==> src/rtl/data_unpacker.sv <==
// Trace data unpacker: re-emits packed N-wide vectors as N, M or 1 element
// groups, one group per output beat, with the per-chain width taken from a
// firmware table loaded over the configId/configData shift bus.
//
// Ports:
//   clk, reset                 clock, synchronous active-high reset
//   tracing                    enables new input accepts
//   valid_in, ready_out        packed vector handshake
//   vector_in, count_in        packed elements, valid ones in [N-1:N-count_in]
//   chainId_in                 chain of the incoming vector
//   configId, configData       firmware table shift bus
//   vector_out, length_out     unpacked group in [len-1:0], zeros above
//   chainId_out, last_out      chain of group, final group of the vector
//   valid_out, ready_in        output beat handshake
module data_unpacker #(
  parameter int N = 8,
  parameter int M = 2,
  parameter int DATA_WIDTH = 32,
  parameter int MAX_CHAINS = 4,
  parameter logic [7:0] PERSONAL_CONFIG_ID = 8'd0,
  parameter logic [8*MAX_CHAINS-1:0] INITIAL_FIRMWARE = '0,
  localparam int CW = $clog2(N+1),
  localparam int CHW = $clog2(MAX_CHAINS)
) (
  input  logic                    clk,
  input  logic                    reset,
  input  logic                    tracing,
  input  logic                    valid_in,
  output logic                    ready_out,
  input  logic [DATA_WIDTH*N-1:0] vector_in,
  input  logic [CW-1:0]           count_in,
  input  logic [CHW-1:0]          chainId_in,
  input  logic [7:0]              configId,
  input  logic [7:0]              configData,
  output logic [DATA_WIDTH*N-1:0] vector_out,
  output logic [CW-1:0]           length_out,
  output logic [CHW-1:0]          chainId_out,
  output logic                    last_out,
  output logic                    valid_out,
  input  logic                    ready_in
);

  typedef enum logic {IDLE, UNPACK} state_e;

  state_e                  state_q;
  logic [7:0]              fw_q [MAX_CHAINS];
  logic [DATA_WIDTH*N-1:0] held_q;
  logic [CW-1:0]           pos_q;
  logic [CW-1:0]           rem_q;
  logic [DATA_WIDTH*N-1:0] vec_q;
  logic [CW-1:0]           len_q;
  logic [CHW-1:0]          chain_q;
  logic                    last_q;
  logic                    valid_q;

  logic          hs;
  logic          accept;
  logic [7:0]    mode;
  logic [CW-1:0] acc_len;
  logic [CW-1:0] acc_groups;
  logic [CW-1:0] acc_base;

  assign hs        = valid_q && ready_in;
  assign ready_out = tracing && !reset &&
                     (state_q == IDLE || (hs && last_q));
  assign accept    = valid_in && ready_out;
  assign acc_base  = CW'(N) - count_in;

  assign vector_out  = vec_q;
  assign length_out  = len_q;
  assign chainId_out = chain_q;
  assign last_out    = last_q;
  assign valid_out   = valid_q;

  // Unknown modes leave groups at zero, so the vector is dropped.
  always_comb begin
    mode       = fw_q[chainId_in];
    acc_len    = '0;
    acc_groups = '0;
    unique case (1'b1)
      mode == 8'd0: begin
        acc_len    = CW'(N);
        acc_groups = count_in / CW'(N);
      end
      mode == 8'd1: begin
        acc_len    = CW'(M);
        acc_groups = count_in / CW'(M);
      end
      mode == 8'd2: begin
        acc_len    = CW'(1);
        acc_groups = count_in;
      end
      default: ;
    endcase
  end

  function automatic logic [DATA_WIDTH*N-1:0] grp(
    input logic [DATA_WIDTH*N-1:0] v,
    input int                      base,
    input int                      len
  );
    logic [DATA_WIDTH*N-1:0] r;
    r = '0;
    for (int j = 0; j < N; j++) begin
      if (j < len && base + j < N)
        r[j*DATA_WIDTH +: DATA_WIDTH] =
          v[(base+j)*DATA_WIDTH +: DATA_WIDTH];
    end
    return r;
  endfunction

  // pos_q points at the next group to show; rem_q counts groups after
  // the one currently on the output.
  always_ff @(posedge clk) begin
    if (reset) begin
      state_q <= IDLE;
      held_q  <= '0;
      pos_q   <= '0;
      rem_q   <= '0;
      vec_q   <= '0;
      len_q   <= '0;
      chain_q <= '0;
      last_q  <= 1'b0;
      valid_q <= 1'b0;
      for (int i = 0; i < MAX_CHAINS; i++)
        fw_q[i] <= INITIAL_FIRMWARE[i*8 +: 8];
    end else begin
      if (configId == PERSONAL_CONFIG_ID) begin
        for (int i = 0; i < MAX_CHAINS-1; i++)
          fw_q[i] <= fw_q[i+1];
        fw_q[MAX_CHAINS-1] <= configData;
      end
      if (accept) begin
        held_q <= vector_in;
        if (acc_groups != '0) begin
          state_q <= UNPACK;
          valid_q <= 1'b1;
          vec_q   <= grp(vector_in, int'(acc_base), int'(acc_len));
          len_q   <= acc_len;
          chain_q <= chainId_in;
          last_q  <= (acc_groups == CW'(1));
          pos_q   <= acc_base + acc_len;
          rem_q   <= acc_groups - CW'(1);
        end else begin
          state_q <= IDLE;
          valid_q <= 1'b0;
          last_q  <= 1'b0;
        end
      end else if (hs) begin
        if (last_q) begin
          state_q <= IDLE;
          valid_q <= 1'b0;
          last_q  <= 1'b0;
        end else begin
          vec_q  <= grp(held_q, int'(pos_q), int'(len_q));
          last_q <= (rem_q == CW'(1));
          pos_q  <= pos_q + len_q;
          rem_q  <= rem_q - CW'(1);
        end
      end
    end
  end

endmodule

==> config.mk <==
export PLATFORM = sky130hd
export DESIGN_NAME = data_unpacker
export DESIGN_NICKNAME = d
export VERILOG_FILES = /design/src/rtl/data_unpacker.sv
export SDC_FILE = /design/constraint.sdc
export NUM_CORES = 2
export LEC_CHECK = 0
export ABC_AREA = 0
export CORE_ASPECT_RATIO = 1.4
export CORE_MARGIN = 3
export CORE_UTILIZATION = 41
export CTS_CLUSTER_DIAMETER = 50
export DETAILED_ROUTE_END_ITERATION = 16
export DONT_BUFFER_PORTS = 1
export GPL_TIMING_DRIVEN = 0
export PLACE_DENSITY_LB_ADDON = 0.15
export SLEW_MARGIN = 25
export SYNTH_ARGS = -nofsm -noshare
export SYNTH_HDL_FRONTEND = slang
export SYNTH_SLANG_ARGS = --single-unit
==> constraint.sdc <==
create_clock -name clk -period 9.6 [get_ports clk]
set_input_delay 0.48 -clock clk [delete_from_list [all_inputs] [get_ports clk]]
set_output_delay 0.48 -clock clk [all_outputs]
set_load 0.01 [all_outputs]
==> impl_metrics.csv, run 1 <==
group,metric,value,unit
outcome,status,"stopped before the end",
outcome,lastStage,"global routing",
outcome,tool.error,"[ERROR GRT-0116] Global routing finished with congestion. Check the congestion regions in the DRC Viewer.",
placed_design,hpwl,229000,um
synthesis,syn_avg_cell_area,7.84,um^2
synthesis,synth_fp_nets,4835,
global_routing,grt_max_degree,33,
placed_design,post_dp_cell_area,0.0372,mm^2
placed_design,gp_congestion,1.14,
floorplanning,die_width,255,um
synthesis,synth_edf_count,32,
floorplanning,start_util,41.5,%
global_routing,grt_pass1_wl,499000,um
synthesis,synth.area.top_cells,"dfxtp_1, nand2_1, mux2i_1",
global_routing,grt_pass1_vias,50800,
synthesis,synthArstFlopShare,0,%
synthesis,syn_inst,4540,
synthesis,synth_area,0.0356,mm^2
floorplanning,die_h,355,um
global_routing,grt_use_total,77.9,%
cts,ctsHoldBuffers,264,
cts,htree_num_levels,3,
synthesis,ys_ff_latch,559,
cts,cts.sinks,559,
synthesis,yosysSeqAreaShare,32.4,%
cts,cts_resized,0,
synthesis,synth_top_area_cell,"dfxtp_1",
synthesis,synth_cell_type_count,69,
placed_design,io_buffers,0,
synthesis,ys.flop_type,"dfxtp_1",
floorplanning,io_pins,548,
synthesis,yosys_warnings,0,
floorplanning,rows,127,
cts,root_buffer,"clkbuf_16",
cts,cts_buffers,74,
synthesis,synth_top_area_share,29.7,%
global_routing,overflow,725,
cts,post-cts-setup-buffer-count,0,
cts,clockBufferDepth,3,
routing by layer:
metal / track usage [%] / GRT overflow
met1: 79.7 / 2
met2: 93.4 / 421
met3: 62.3 / 5
met4: 76.5 / 294
met5: 22.3 / 3
through the flow:
stage / setup WS (ps) / util, % / cells
detailed placement: 2810 / 43.4 / 5647
CTS: 3510 / 49.5 / 6048
floorplan: 5970 / - / 4540
global placement: 1790 / 43.1 / 5636
cells by family after synthesis:
| family | Yosys count | share of synthesized area (%) |
|---|---|---|
| buf+inv | 496 | 5.48 |
| compound gates | 799 | 15.4 |
| other cells | 1 | 0.0105 |
| xor+xnor | 13 | 0.320 |
| fa+ha+maj | 12 | 0.464 |
| simple gates | 2133 | 27.8 |
| mux | 527 | 18.1 |
| flops | 559 | 32.4 |
synth_stat cells (57+ instances only):
cell,n
dfxtp_1,527
clkbuf_1,330
o21ai_0,184
nor2_1,414
nor3_1,264
nand3_1,122
nand2_1,918
nand3b_1,260
a221oi_1,57
a21oi_1,120
a211oi_1,188
mux2_2,104
buf_1,65
mux4_2,84
mux2i_1,339
==> run 2: changes to the inputs <==
--- a/config.mk
+++ b/config.mk
@@ -6,10 +6,8 @@
 export NUM_CORES = 2
 export LEC_CHECK = 0
 export ABC_AREA = 0
-export CORE_ASPECT_RATIO = 1.4
 export CORE_MARGIN = 3
-export CORE_UTILIZATION = 41
-export CTS_CLUSTER_DIAMETER = 50
+export CORE_UTILIZATION = 26
 export DETAILED_ROUTE_END_ITERATION = 16
 export DONT_BUFFER_PORTS = 1
 export GPL_TIMING_DRIVEN = 0
==> run 2 against run 1 <==
Effect of this change: the flow now finishes without violations; area after synthesis stayed put; synthesized cell count stayed put.
==> impl_metrics.csv, run 2 <==
group,metric,value,unit
outcome,status,"completed",
cts,cts.sinks,559,
synthesis,ys_ff_latch,559,
drt,final_antenna_net_count,0,
synthesis,synthArstFlopShare,0,%
min_path,min_path_type,"input pin to flop",
synthesis,synth_area,0.0356,mm^2
setup_path,cp.required,10150,ps
synthesis,synth_most_common_cell,"nand2_1",
setup_path,crit_fanout,10,
cts,cts_buffers,76,
setup_path,end_kind,"flop",
floorplanning,die_h,376,um
cts,ctsHoldBuffers,264,
cts,root_buffer,"clkbuf_16",
timing,slew_viol_final,0,
cts,clk_pin_slew_worst_paths,60,ps
synthesis,synth_cell_type_count,69,
synthesis,yosys_warnings,0,
final_layout,num-nets-final,5208,
synthesis,synth_edf_count,32,
final_layout,drive_gt1_share,12.2,%
timing,slew_headroom,11.8,%
placed_design,hpwl,224000,um
global_routing,grt_pass1_vias,40900,
setup_path,worstSetupPathType,"input pin to flop",
timing,fin_skew,42.5,ps
run,maxCapViolCount,0,
timing,rsz0062_at_grt,"no",
synthesis,ys.flop_type,"dfxtp_1",
drt,drt-total-wl,314000,um
floorplanning,start_util,26.2,%
synthesis,yosysSeqAreaShare,32.4,%
timing,max_freq,157,MHz
floorplanning,die_width,376,um
floorplanning,dieArea,0.141,mm^2
cts,htree_num_levels,3,
drt,via_count,43900,
timing,fin_crit_sh,66.3,%
final_layout,final_common_cell,"nand2_1",
drt,via_per_inst,6.46,
placed_design,gp_congestion,1.04,
setup_path,startpoint_type,"input pin",
cts,post-cts-setup-buffer-count,0,
global_routing,overflow,0,
cts,clock_latency,720,ps
setup_path,crit_arrival,6920,ps
placed_design,io_buffers,0,
drt,drc,0,
drt,drt_iter0_drc,7576,
timing,fin_tns_setup,0,ps
synthesis,synth_fp_nets,4835,
drt,wl_per_cell,46.1,um
cts,cts_tree,"done",
timing,worst_pin_slew,1320,ps
timing,setup_ws,3230,ps
synthesis,syn_avg_cell_area,7.84,um^2
final_layout,area_growth,24.3,%
synthesis,synth.area.top_cells,"dfxtp_1, nand2_1, mux2i_1",
global_routing,grt_max_degree,28,
power,power.density,161,mW/mm^2
synthesis,syn_inst,4540,
timing,timing.final.crit_period,6370,ps
timing,setup_viol,0,
timing,whs,41.5,ps
floorplanning,io_pins,548,
drt,dr.pass1.iters,7,
synthesis,synth_top_area_cell,"dfxtp_1",
global_routing,grt_pass1_wl,400000,um
cts,cts_resized,0,
placed_design,pre_cts_ws,3010,ps
floorplanning,rows,135,
floorplanning,core_area,0.136,mm^2
placed_design,post_dp_cell_area,0.0388,mm^2
synthesis,synth_top_area_share,29.7,%
global_routing,grt_use_total,42.6,%
final_layout,fin_area,0.0442,mm^2
cts,clockBufferDepth,3,
global_routing,antenna_found_initial,32,
power,vdd_drop_max,0.112,mV
power,p_leak,16.6,nW
synthesis,synth.cells.most_frequent,"nand2_1, dfxtp_1, nor2_1, mux2i_1, clkbuf_1",
timing,hold_violations,0,
final_layout,final_cell_mix,"nand2_1, dfxtp_1, nor2_1",
run 2: cell counts after synthesis:
No cell type changed its count.
run 2: metal layers:
| metal | share of wire (%) | track usage [%] | vias up |
|---|---|---|---|
| met5 | 0.037 | 0.274 | - |
| met4 | 8.0 | 28.5 | 14 |
| met3 | 15 | 20.6 | 1054 |
| met2 | 40 | 59.1 | 4087 |
| met1 | 38 | 51.6 | 21700 |
| li1 | - | - | 17100 |
run 2: cell type report:
cell class / instances / area, um^2
Sequential cell: 559 / 11500
Timing Repair Buffer: 295 / 3290
Buffer: 446 / 1980
Fill cell: 14700 / 91400
Multi-Input combinational cell: 3485 / 22300
Antenna cell: 48 / 120
Clock inverter: 34 / 477
Tap cell: 1781 / 2230
Clock buffer: 100 / 2130
Inverter: 50 / 188
run 2: logic make-up (layout without fill, tap and decap cells):
logic type,after synthesis,in the layout,synth area share [%]
compound gates,799,799,15.4
xor+xnor,13,13,0.320
fa+ha+maj,12,12,0.464
buf+inv,496,925,5.48
flops,559,559,32.4
mux,527,527,18.1
other cells,1,49,0.0105
simple gates,2133,2133,27.8
run 2: final timing paths:
kind / start / end / slack, ps / cells after the start
min reg2reg: held_q[62] / held_q[62] / 480 / 2
max: count_in[0] / vector_out[112] / 3230 / 12
max reg2reg: pos_q[2] / vector_out[85] / 4090 / 8
min: vector_in[254] / vector_out[254] / 40 / 2
run 2: metrics by stage:
step	total power, W	std cells	utilization (%)
global route	0.00721	6763	32.5
CTS	0.00704	6749	32.5
finish	0.00713	6798	32.6
floorplan	0.00318	4540	-
global placement	0.00378	6321	27.9
detailed placement	0.00382	6351	28.6
run 2: critical path, cell delays in order:
cell and delay (ps):
clkbuf_1 390, buf_2 340, inv_1 350, clkbuf_2 570, ha_1 680, clkbuf_1 640, clkbuf_1 730, clkbuf_1 840
clkbuf_2 660, o21ai_0 190, a211oi_1 910, nor3_1 100
run 2: power by group:
| group | switching, W | internal, W | leakage (nW) |
|---|---|---|---|
| clock | 0.00130 | 0.00183 | 1.29 |
| combinational | 0.000998 | 0.000449 | 10.7 |
| sequential | 0.000121 | 0.00243 | 4.61 |
Power figures use the tool's default switching activity.
